[src/rtl/base_rrrecent_arb.sv]
// ---------------------------------------------------------------------------
// base_rrrecent_arb
//
// Round-robin arbiter feeding a single overwritable "most recent value"
// holding register. Each cycle at most one valid producer is granted. Its
// data replaces the held value, which is offered downstream with a
// valid/ready handshake and tagged with the source index.
//
// Parameters:
//   width  - data width per producer
//   ways   - number of producers (2..16)
//   swidth - source-index width (ways <= 2**swidth)
//
// Ports:
//   clk        in   clock
//   reset      in   synchronous, active-high reset
//   i_v        in   [ways]        per-producer valid
//   i_r        out  [ways]        per-producer grant (one-hot or zero)
//   i_d        in   [ways*width]  producer data, producer k at [k*width +: width]
//   o_r        in   consumer ready
//   o_v        out  holding register valid
//   o_d        out  [width]       most recently granted data
//   o_s        out  [swidth]      index of the producer that supplied o_d
//
// Optional feature (macro BASE_RRRECENT_ARB_DROPCNT_EN):
//   i_drop_clr in   clears the drop counter next cycle (wins over increment)
//   o_drop     out  [16] saturating count of captures that overwrote an
//                   unconsumed value
// ---------------------------------------------------------------------------
module base_rrrecent_arb #(
    parameter int width  = 1,
    parameter int ways   = 4,
    parameter int swidth = 2
) (
    input  logic                    clk,
    input  logic                    reset,
    input  logic [ways-1:0]         i_v,
    output logic [ways-1:0]         i_r,
    input  logic [ways*width-1:0]   i_d,
    input  logic                    o_r,
    output logic                    o_v,
    output logic [width-1:0]        o_d,
    output logic [swidth-1:0]       o_s
`ifdef BASE_RRRECENT_ARB_DROPCNT_EN
    ,
    input  logic                    i_drop_clr,
    output logic [15:0]             o_drop
`endif
);

    logic [swidth-1:0] ptr_q, ptr_d;
    logic              o_v_q, o_v_d;
    logic [width-1:0]  o_d_q, o_d_d;
    logic [swidth-1:0] o_s_q, o_s_d;

    logic              grant_any;
    logic [swidth-1:0] grant_idx;
    logic [width-1:0]  grant_data;

    // Round-robin search starting at ptr_q with wrap: the first requester at
    // or above the pointer wins; failing that, the lowest requester overall
    // (which is necessarily below the pointer) wins.
    always_comb begin
        logic              hi_found;
        logic              lo_found;
        logic [swidth-1:0] hi_idx;
        logic [swidth-1:0] lo_idx;
        hi_found = 1'b0;
        lo_found = 1'b0;
        hi_idx   = '0;
        lo_idx   = '0;
        for (int unsigned k = 0; k < ways; k++) begin
            if (i_v[k] && (k >= 32'(ptr_q)) && !hi_found) begin
                hi_found = 1'b1;
                hi_idx   = swidth'(k);
            end
            if (i_v[k] && !lo_found) begin
                lo_found = 1'b1;
                lo_idx   = swidth'(k);
            end
        end
        grant_any = lo_found;
        grant_idx = hi_found ? hi_idx : lo_idx;
    end

    // Data mux for the granted producer.
    always_comb begin
        grant_data = '0;
        for (int unsigned k = 0; k < ways; k++) begin
            if (swidth'(k) == grant_idx) begin
                grant_data = i_d[k*width +: width];
            end
        end
    end

    // Grant is independent of o_r: the holding register can always be
    // overwritten. Suppressed while reset is asserted.
    always_comb begin
        i_r = '0;
        for (int unsigned k = 0; k < ways; k++) begin
            if (grant_any && !reset && (swidth'(k) == grant_idx)) begin
                i_r[k] = 1'b1;
            end
        end
    end

    // Capture takes precedence over consume: a simultaneous consume and
    // capture leaves o_v set with the new value.
    always_comb begin
        ptr_d = ptr_q;
        o_v_d = o_v_q;
        o_d_d = o_d_q;
        o_s_d = o_s_q;
        if (grant_any) begin
            o_v_d = 1'b1;
            o_d_d = grant_data;
            o_s_d = grant_idx;
            ptr_d = (grant_idx == swidth'(ways - 1)) ? '0 : grant_idx + 1'b1;
        end else if (o_r) begin
            o_v_d = 1'b0;
        end
    end

    always_ff @(posedge clk) begin
        if (reset) begin
            ptr_q <= '0;
            o_v_q <= 1'b0;
            o_d_q <= '0;
            o_s_q <= '0;
        end else begin
            ptr_q <= ptr_d;
            o_v_q <= o_v_d;
            o_d_q <= o_d_d;
            o_s_q <= o_s_d;
        end
    end

    assign o_v = o_v_q;
    assign o_d = o_d_q;
    assign o_s = o_s_q;

`ifdef BASE_RRRECENT_ARB_DROPCNT_EN
    logic [15:0] drop_q, drop_d;

    // A drop is a capture while an unconsumed value is held.
    always_comb begin
        drop_d = drop_q;
        if (i_drop_clr) begin
            drop_d = '0;
        end else if (grant_any && o_v_q && !o_r && (drop_q != '1)) begin
            drop_d = drop_q + 16'd1;
        end
    end

    always_ff @(posedge clk) begin
        if (reset) begin
            drop_q <= '0;
        end else begin
            drop_q <= drop_d;
        end
    end

    assign o_drop = drop_q;
`endif

endmodule

[config.mk]
export PLATFORM = sky130hd
export DESIGN_NAME = base_rrrecent_arb
export DESIGN_NICKNAME = d
export VERILOG_FILES = /design/src/rtl/base_rrrecent_arb.sv
export SDC_FILE = /design/constraint.sdc
export NUM_CORES = 1
export LEC_CHECK = 0
export ABC_CLOCK_PERIOD_IN_PS = 4700
export BUFFER_PORTS_ARGS = -buffer_cell sky130_fd_sc_hd__buf_2
export CORE_AREA = 2 2 39 41
export CTS_BUF_LIST = sky130_fd_sc_hd__clkbuf_8
export CTS_CLUSTER_DIAMETER = 40
export DETAILED_ROUTE_END_ITERATION = 16
export DIE_AREA = 0 0 41 43
export PLACE_DENSITY = 0.61
export SLEW_MARGIN = 30
export SYNTH_ARGS = -nofsm -noshare
export SYNTH_HDL_FRONTEND = slang
export SYNTH_SLANG_ARGS = --single-unit
[constraint.sdc]
create_clock -name clk -period 4.7 [get_ports clk]
set_clock_uncertainty 0.2 [all_clocks]
set_input_delay 0 -clock clk [delete_from_list [all_inputs] [get_ports clk]]
set_output_delay 0 -clock clk [all_outputs]
set_load 0.02 [all_outputs]
* Word level (Yosys, flattened, before mapping) *
Index checks and enable logic that the tools add are counted.
Widths: inputs -> output; s select.

operators by class
  add/subtract/negate cells = 1
  reduce and logical (&&, ||, !) cells = 23
  equality and inequality tests = 4
  $lt $le $gt $ge = 3
  multiplexer cells = 26

operators with widths
  cell                 count
  $mux 1               20
  $logic_and 1x1->1    14
  $mux 2               6
  $logic_not 1->1      7
  $eq 2x2->1 const A   2
  $ge 1x2->1 const A   2
  $add 2x1->2 const B  1
  $eq 1x2->1 const A   1
  $eq 2x2->1 const B   1
  $ge 2x2->1 const A   1
  $logic_not 2->1      1
  $reduce_bool 2->1    1

storage, ports and cells
  output and inout bits = 8
  input port bits = 11
  logic and storage cells = 61
  register bits after elaboration = 6

* Logic depth before layout (Yosys ltp) *
Gate-level depths: netlist of run 1.

  word-level depth = 18
  depth in mapped cells = 9
  gate-level depth less buffers = 9

* Least setup slack after synthesis of run 1 *
OpenSTA, ideal clock, no wires.

  path kind = register to register
  start = reg ptr_q[0]
  end = reg o_d_q, in the netlist o_d
  data required time = 4.414 ns
  arrival = 1.520 ns
  period minus slack after synthesis = 1.806 ns
  setup slack = 2.894 ns
  stages on the path, launching flop included = 9
  library setup time = 0.086 ns
  path buffers = 0
  cells stage by stage = dfxtp_1 -> nand2b_1 -> nor2b_1 -> o22ai_1 -> inv_1 -> ha_1 -> a21oi_1 -> nand2_1 -> a221oi_2

on the way
  longest elaborated chain between the ends = 18
  elaborated cells between the ends (all ways) = 28
  those cells by class = order compare: 3; eq/ne: 3; mux: 12; reduce/logical: 10

RTL lines
  element                           RTL line  source
  from (decl)                       51        logic [swidth-1:0] ptr_q, ptr_d;
  from (signal assigned)            131       ptr_q <= ptr_d;
  $ge 1x2->1                        73        if (i_v[k] && (k >= 32'(ptr_q)) && !hi_found) begin
  $logic_and 1x1->1                 73
  $mux 1                            73
  $logic_not 1->1                   73
  $logic_and 1x1->1                 73
  $mux 1                            73
  $logic_not 1->1                   73
  $logic_and 1x1->1                 73
  $mux 1                            73
  $logic_not 1->1                   73
  $logic_and 1x1->1                 73
  $mux 2 or $mux 1 (tied branches)  73
  $mux 2 *                          83        grant_idx = hi_found ? hi_idx : lo_idx;
  via grant_idx[1]                  57        logic [swidth-1:0] grant_idx;
  $logic_not 2->1                   90        if (swidth'(k) == grant_idx) begin
  $mux 1 (3 in a row)               90
  $mux 1 *                          90
  to (signal assigned)              128       o_d_q <= '0;
  to (signal assigned)              133       o_d_q <= o_d_d;
  to (decl)                         53        logic [width-1:0] o_d_q, o_d_d;

Mark *: on every way through the listed nets, which the timed path passes. The rest lies on a longest branch.
A chain may end at the register's enable or synchronous reset.

* Final worst setup path of run 1 *
  start = reg ptr_q[1]
  end = reg o_d_q, in the netlist o_d

The elaborated chain is that of the path after synthesis.

==> flow_metrics.env, run 1 <==
export IMPL_viasPerCell=4.742
export IMPL_ioPinCount=19
export IMPL_route_detailed_drc=0
export IMPL_htree_levels=1
export IMPL_hold_class="in -> reg"
export IMPL_yosysUniqueCellTypes=21
export IMPL_setup_viol=0
export IMPL_rsz0062_at_grt="false"
export IMPL_grt_start_max_net_pins=10
export IMPL_syn2layout_area_growth_pct=49.11
export IMPL_coreArea_sq_mm=0.001384
export IMPL_fmax_ghz=0.3984
export IMPL_worstSkewPairLatency_ns=0.22
export IMPL_start_kind="flop"
export IMPL_grt_pass1_wl_microns=1718
export IMPL_vias=441
export IMPL_drive_gt1_frac=0.3636
export IMPL_crit_fanout=5
export IMPL_cts_max_path_buffers=2
export IMPL_cts_tree="yes"
export IMPL_crit_type="reg -> reg"
export IMPL_regArea_sq_um=120.1
export IMPL_initial_utilization=0.3056
export IMPL_layout_setup_ws_ns=2.190
export IMPL_peakVddDrop_v=0.0001899
export IMPL_whs_ns=0.02871
export IMPL_final_util=0.4557
export IMPL_tightest_slew_ns=0.6084
export IMPL_syn_area_sq_um=422.9
export IMPL_relSlewSlack=0.5913
export IMPL_syn_inst=51
export IMPL_rows=14
export IMPL_powerDensity_mw_per_mm2=363.4
export IMPL_dp_hpwl_microns=706
export IMPL_syn_avg_cell_area_sq_um=8.292
export IMPL_grt_pass1_vias=452
export IMPL_critPathRequiredTime_ns=4.66
export IMPL_drv_slew=0
export IMPL_path_clk_slew_ns=0.04
export IMPL_layout_commonest_cell="buf_2"
export IMPL_wl_per_cell_microns=10.37
export IMPL_synth_seq_cells=6
export IMPL_yosys_warnings=0
export IMPL_postRouteWirelength_microns=964
export IMPL_leakage_nw=0.3165
export IMPL_overflow=0
export IMPL_post_route_cell_area_sq_um=630.6
export IMPL_final_cell_mix="buf_2, a21oi_1, dlygate4sd3_1, dfxtp_1, inv_1"
export IMPL_die_y_microns=43
export IMPL_dpl_cell_area_sq_um=529.3
export IMPL_grt_usage=0.1419
export IMPL_cts_root_buffer="clkbuf_8"
export IMPL_first_iter_violations=8
export IMPL_synth_edf_count=0
export IMPL_synth_fp_nets=66
export IMPL_period_share=0.5341
export IMPL_yosys_area_top_type="dfxtp_1"
export IMPL_n_fill_cell=152
export IMPL_nets=94
export IMPL_pre_cts_ws_ns=2.733
export IMPL_post_cts_buffers=0
export IMPL_grt_antenna_before_repair=0
export IMPL_gp_congestion=0.7683
export IMPL_max_cap_violations=0
export IMPL_antenna_left=0
export IMPL_multi_input_area_sq_um=276.5
export IMPL_cts_sinks=6
export IMPL_dr_pass1_iters=4
export IMPL_synth_top_flop_cell="dfxtp_1"
export IMPL_synth_area_top_cells="dfxtp_1, ha_1, a21oi_1"
export IMPL_cts_buffers_inserted=3
export IMPL_min_period_ns=2.510
export IMPL_cp_end_kind="flop"
export IMPL_synth_top_area_frac=0.2840
export IMPL_arrival_ns=2.47
export IMPL_dieWidth_microns=41
export IMPL_num_antenna_cells=0
export IMPL_io_buffers=18
export IMPL_dieArea_sq_mm=0.001763
export IMPL_outcome="complete, no violations"
export IMPL_tns_ns=0
export IMPL_seq_area_frac_synth=0.2840
export IMPL_finalHoldViolCount=0
export IMPL_async_reset_ff_frac=0
cells in the mapped netlist, drive strengths merged, types with 2 or more instances:
cell type,number
ha,4
nand2b,3
nand2,4
and2,4
nor2,4
inv,6
dfxtp,6
a21oi,9
o22ai,2
power breakdown:
part / total [W] / internal [W] / switching, W
Sequential: 0.0000669 / 0.0000603 / 0.00000659
Clock: 0.0000758 / 0.0000549 / 0.0000209
Combinational: 0.0000865 / 0.0000385 / 0.0000480
Total: 0.000229 / 0.000154 / 0.0000754
cells by family after synthesis:
group / count (synthesis) / share of synthesized area
AOI/OAI and AO/OA: 16 / 0.2722
adders and majority gates: 4 / 0.1183
buffers and inverters: 7 / 0.06212
DFF: 6 / 0.2840
and+or+nand+nor: 18 / 0.2633
critical path, stage by stage (launching register included):
cell	delay [ns]
dfxtp_1	0.39
a21o_2	0.15
a21oi_1	0.06
o22ai_1	0.30
inv_1	0.11
ha_1	0.27
a21oi_1	0.13
nand2_1	0.08
a221oi_2	0.20
dlygate4sd3_1	0.56
state kept, by name, summed over array words and instances, names as in the netlist:
register / cells
o_d: 1
o_s: 2
o_v: 1
ptr_q: 2
layout make-up:
class / count / share of cell area
tap: 16 / 0.03175
clock buffer: 3 / 0.06548
timing repair buffer: 24 / 0.2381
multi-input combinational: 38 / 0.4385
inverter: 6 / 0.03571
sequential: 6 / 0.1905
per-layer routing:
metal	global-route usage	share of wire	vias to the layer above
met2	0.2563	0.51	15
met4	0.02000	0	0
met5	0	0	-
met1	0.1424	0.40	197
li1	-	-	229
met3	0.06283	0.086	0
stage by stage:
| stage | power, W | std cells |
|---|---|---|
| after floorplan | 0.0001253 | 51 |
| after global placement | 0.0001483 | 84 |
| after detailed placement | 0.0001488 | 84 |
| after CTS | 0.0002330 | 93 |
| after global routing | 0.0002476 | 93 |
| final | 0.0002291 | 93 |
path summary, 6_finish.rpt:
| check | from | end | slack [ns] | depth (start not counted) |
|---|---|---|---|---|
| hold reg to reg | o_s[1] | o_s[1] | 0.26 | 2 |
| setup reg to reg | ptr_q[1] | o_d | 2.19 | 9 |
| hold / removal | i_v[3] | ptr_q[0] | 0.03 | 4 |
| setup / recovery | ptr_q[1] | o_d | 2.19 | 9 |
repair_timing:
action                    4_1_cts  5_1_grt
hold buffers                    6        0
gates resized for setup         0        0
hold endpoints to repair        6        0
Note: power is estimated with default switching activity, not from simulation.
==> inputs of run 2 (changes only) <==
- ABC_CLOCK_PERIOD_IN_PS: 4700 -> 2480
- clock period: 4.7 -> 2.48 ns (I/O delays scaled with it)
==> flow_metrics.env, run 2 (synthesis gave the netlist of run 1 again) <==
export IMPL_holdPathStages=4
export IMPL_cp_end_kind="flop"
export IMPL_io_buffers=18
export IMPL_dieWidth_microns=41
export IMPL_cts_root_buffer="clkbuf_8"
export IMPL_path_delay_family="buffers and inverters"
export IMPL_hold_class="in -> reg"
export IMPL_leakage_nw=0.3231
export IMPL_ctsResizeCount=0
export IMPL_final_util=0.4702
export IMPL_drv_slew=0
export IMPL_rsz0062_at_grt="false"
export IMPL_internal_power_w=0.0002899
export IMPL_coreArea_sq_mm=0.001384
export IMPL_layout_commonest_cell="buf_2"
export IMPL_tns_ns=0
export IMPL_p_clk_frac=0.332
export IMPL_fmax_ghz=0.4718
export IMPL_setup_viol=0
export IMPL_initial_utilization=0.3056
export IMPL_cts_max_path_buffers=2
export IMPL_nets=96
export IMPL_rr_worst_depth=8
export IMPL_final_cells=95
export IMPL_htree_levels=1
export IMPL_route_detailed_drc=0
export IMPL_drive_gt1_frac=0.3544
export IMPL_path_clk_slew_ns=0.03
export IMPL_crit_fanout=9
export IMPL_num_antenna_cells=0
export IMPL_crit_slowest_cell="dlygate4sd3_1"
export IMPL_p_sw_frac=0.3288
export IMPL_gp_congestion=0.7845
export IMPL_cts_buffers_inserted=3
export IMPL_peakVddDrop_v=0.0004111
export IMPL_crit_cells=6
export IMPL_start_kind="input pin"
export IMPL_worstSkewPairLatency_ns=0.22
export IMPL_wl_per_cell_microns=9.768
export IMPL_first_iter_violations=3
export IMPL_arrival_ns=2.07
export IMPL_dp_cells=84
export IMPL_overflow=0
export IMPL_grt_pass1_wl_microns=1518
export IMPL_cts_tree="yes"
export IMPL_critPathBufInv=3
export IMPL_slowest_delay_ns=0.67
export IMPL_grt_usage=0.1266
export IMPL_dieArea_sq_mm=0.001763
export IMPL_post_route_cell_area_sq_um=650.6
export IMPL_cts_sinks=6
export IMPL_p_comb_frac=0.376
export IMPL_power_share_sequential=0.293
export IMPL_finalHoldViolCount=0
export IMPL_critPathRequiredTime_ns=2.43
export IMPL_viasPerCell=4.421
export IMPL_tightest_slew_ns=0.5891
export IMPL_cpMostUsedCell="dlygate4sd3_1"
export IMPL_grt_pass1_vias=382
export IMPL_crit_type="in -> reg"
export IMPL_die_y_microns=43
export IMPL_pre_cts_ws_ns=0.4904
export IMPL_postRouteWirelength_microns=928
export IMPL_rows=14
export IMPL_period_share=0.8547
export IMPL_relSlewSlack=0.6043
export IMPL_dpl_cell_area_sq_um=529.3
export IMPL_outcome="complete, no violations"
export IMPL_layout_setup_ws_ns=0.3603
export IMPL_syn2layout_area_growth_pct=53.85
export IMPL_vias=420
export IMPL_dp_hpwl_microns=662.8
export IMPL_max_cap_violations=0
export IMPL_grt_antenna_before_repair=0
export IMPL_min_period_ns=2.120
export IMPL_grt_start_max_net_pins=10
export IMPL_powerDensity_mw_per_mm2=663.9
export IMPL_ioPinCount=19
export IMPL_crit_chain="dlygate4sd3_1 > buf_2 > nor4_4 > dlygate4sd3_1 > nand2_1 > a21oi_1"
export IMPL_power_switching_w=0.0001420
export IMPL_final_cell_mix="buf_2, a21oi_1, dlygate4sd3_1, dfxtp_1, inv_1"
export IMPL_antenna_left=0
export IMPL_dr_pass1_iters=3
==> run 2: cell count changes in the layout (fill, tap and decap cells not counted), sizes merged <==
cell and delta:
dlygate4sd3 +2
==> run 2: layout make-up <==
class / count / area, sq um
clock buffers: 3 / 41.29
fillers: 144 / 733.2
inverters: 6 / 22.52
multi-input cells: 38 / 276.5
flip-flops and latches: 6 / 120.1
well taps: 16 / 20.02
repair buffers: 26 / 170.2
==> run 2: metrics by stage <==
| step | total power (W) | hold WS, ns |
|---|---|---|
| floorplan | 0.0002374 | -0.01863 |
| global placement | 0.0002802 | 0.06842 |
| detailed placement | 0.0002830 | 0.08124 |
| CTS | 0.0004382 | 0.01360 |
| global route | 0.0004700 | 0.02932 |
| finish | 0.0004319 | 0.01553 |
==> run 2: final timing paths <==
check | start | to | slack [ns]
max | i_v[2] | o_s[0] | 0.36
min | i_v[3] | ptr_q[0] | 0.02
max reg2reg | ptr_q[1] | o_d | 0.52
min reg2reg | o_s[1] | o_s[1] | 0.25
==> run 2: routing by layer <==
metal  GRT usage  vias up  wire length, microns
li1            -      232                     -
met1      0.1355      175                   423
met2      0.2063       13                   433
met3     0.06283        0                    71
met4     0.04000        0                     0
met5           0        -                     0
==> run 2: repair_timing <==
| item | CTS | global route |
|---|---|---|
| buffers inserted | 0 | 0 |
| endpoints found under the hold margin | 6 | 0 |
| hold buffers | 8 | 0 |
==> run 2: tightest hold or removal path, stage by stage <==
cell,delay [ns]
buf_2,0.14
nor4_4,0.08
nand3b_1,0.10
o41ai_2,0.06
==> run 2: power by group through the flow <==
stage               clock (W)  sequential (W)  combinational (W)
CTS                  0.000147        0.000126           0.000165
finish               0.000143        0.000126           0.000162
detailed placement          0        0.000128           0.000155
global route         0.000158        0.000129           0.000183
floorplan                   0        0.000138          0.0000995
global placement            0        0.000127           0.000153
==> inputs of run 3 (changes only) <==
==> constraint.sdc (replaced) <==
create_clock -name clk -period 2.48 [get_ports clk]
set_clock_uncertainty 0.2 [all_clocks]
set_input_delay 0.124 -clock clk [delete_from_list [all_inputs] [get_ports clk]]
set_output_delay 0.124 -clock clk [all_outputs]
set_load 0.02 [all_outputs]
==> flow_metrics.env, run 3 (synthesis gave the netlist of run 1 again) <==
export IMPL_grt_pass1_wl_microns=1393
export IMPL_leakage_nw=0.2998
export IMPL_slowest_delay_ns=0.32
export IMPL_overflow=0
export IMPL_crit_type="reg -> out"
export IMPL_cts_buffers_inserted=3
export IMPL_dr_pass1_iters=2
export IMPL_dp_hpwl_microns=662.8
export IMPL_num_antenna_cells=0
export IMPL_gp_congestion=0.7845
export IMPL_initial_utilization=0.3056
export IMPL_peakVddDrop_v=0.0004099
export IMPL_crit_chain="nand2b_1 > nor2b_1 > o22ai_1 > inv_1 > ha_1 > and2_1 > buf_2"
export IMPL_critPathRequiredTime_ns=2.16
export IMPL_grt_pass1_vias=347
export IMPL_die_y_microns=43
export IMPL_ioPinCount=19
export IMPL_arrival_ns=1.77
export IMPL_finalHoldViolCount=0
export IMPL_antenna_left=0
export IMPL_final_cell_mix="buf_2, a21oi_1, dfxtp_1, inv_1"
export IMPL_cts_root_buffer="clkbuf_8"
export IMPL_crit_slowest_cell="dfxtp_1"
export IMPL_layout_commonest_cell="buf_2"
export IMPL_htree_levels=1
export IMPL_wl_per_cell_microns=9.633
export IMPL_path_clk_slew_ns=0.04
export IMPL_cts_sinks=6
export IMPL_setup_viol=0
export IMPL_postRouteWirelength_microns=867
export IMPL_tns_ns=0
export IMPL_period_share=0.8439
export IMPL_syn2layout_area_growth_pct=42.01
export IMPL_drv_slew=0
export IMPL_dieWidth_microns=41
export IMPL_grt_start_max_net_pins=11
export IMPL_route_detailed_drc=0
export IMPL_grt_antenna_before_repair=0
export IMPL_powerDensity_mw_per_mm2=710.0
export IMPL_vias=401
export IMPL_post_cts_buffers=0
export IMPL_dp_cells=84
export IMPL_crit_fanout=4
export IMPL_fmax_ghz=0.4778
export IMPL_io_buffers=18
export IMPL_viasPerCell=4.456
export IMPL_cp_end_kind="output port"
export IMPL_cts_tree="yes"
export IMPL_min_period_ns=2.093
export IMPL_rows=14
export IMPL_relSlewSlack=0.5806
export IMPL_max_cap_violations=0
export IMPL_outcome="complete, no violations"
export IMPL_worstSkewPairLatency_ns=0.22
export IMPL_first_iter_violations=2
export IMPL_coreArea_sq_mm=0.001384
export IMPL_drive_gt1_frac=0.3784
export IMPL_n_fill_cell=150
export IMPL_nets=91
export IMPL_final_cells=90
export IMPL_rsz0062_at_grt="false"
export IMPL_dieArea_sq_mm=0.001763
export IMPL_grt_usage=0.1166
export IMPL_tightest_slew_ns=0.6244
export IMPL_start_kind="flop"
export IMPL_cts_max_path_buffers=2
export IMPL_hold_class="in -> reg"
## run 3: cell count changes in the layout (fill, tap and decap cells not counted), sizes merged
cell	change
dlygate4sd3	-5
## run 3: metrics by stage
stage          hold WS, ns  total power, W  utilization  instance area (sq um)  worst slack, ns
3_5_place_dp        0.2052       0.0002830       0.3825                  529.3           0.4904
3_3_place_gp        0.1924       0.0002802       0.3825                  529.3           0.5360
6_report           0.06260       0.0004264       0.4340                  600.6           0.3871
5_1_grt            0.05983       0.0004635       0.4340                  600.6           0.2579
4_1_cts            0.06155       0.0004327       0.4340                  600.6           0.3537
2_1_floorplan       0.1054       0.0002374            -                  422.9           0.6739
## run 3: report_power, final
group	total [W]	internal [W]	leakage, nW	switching, W
Clock	0.000143	0.000104	0.0216	0.0000394
Sequential	0.000126	0.000114	0.0499	0.0000119
Combinational	0.000157	0.0000671	0.228	0.0000898
## run 3: cell type report
type	count	area [sq um]	area share
repair buffers	21	120.1	0.2000
multi-input cells	38	276.5	0.4604
well taps	16	20.02	0.03333
inverters	6	22.52	0.03750
clock buffers	3	41.29	0.06875
flip-flops and latches	6	120.1	0.2000
## run 3: critical path, delay by kind of cell (launching register included)
kind	cells	cell delay, ns
simple gates	3	0.44
flops	1	0.32
compound gates	1	0.28
fa+ha+maj	1	0.27
buf+inv	2	0.26
## run 3: repair_timing
| action | 4_1_cts | 5_1_grt |
|---|---|---|
| endpoints found under the hold margin | 4 | 0 |
| gates resized for setup | 0 | 0 |
| hold buffers | 3 | 0 |
## run 3: worst paths after layout
path                 start     end  slack (ns)  cells past startpoint
setup reg to reg  ptr_q[0]     o_d        0.53                      8
setup / recovery  ptr_q[0]  i_r[3]        0.39                      7
hold reg to reg     o_s[1]  o_s[1]        0.25                      2
hold / removal      i_d[3]     o_d        0.06                      3
## run 3: routing by layer
| metal | GRT usage | routed length (microns) | share of wire | vias to the layer above |
|---|---|---|---|---|
| met4 | 0.04000 | 0 | 0 | 0 |
| met3 | 0.06283 | 73 | 0.084 | 0 |
| met1 | 0.1290 | 407 | 0.47 | 164 |
| li1 | - | - | - | 222 |
| met2 | 0.1813 | 386 | 0.45 | 15 |
| met5 | 0 | 0 | 0 | - |
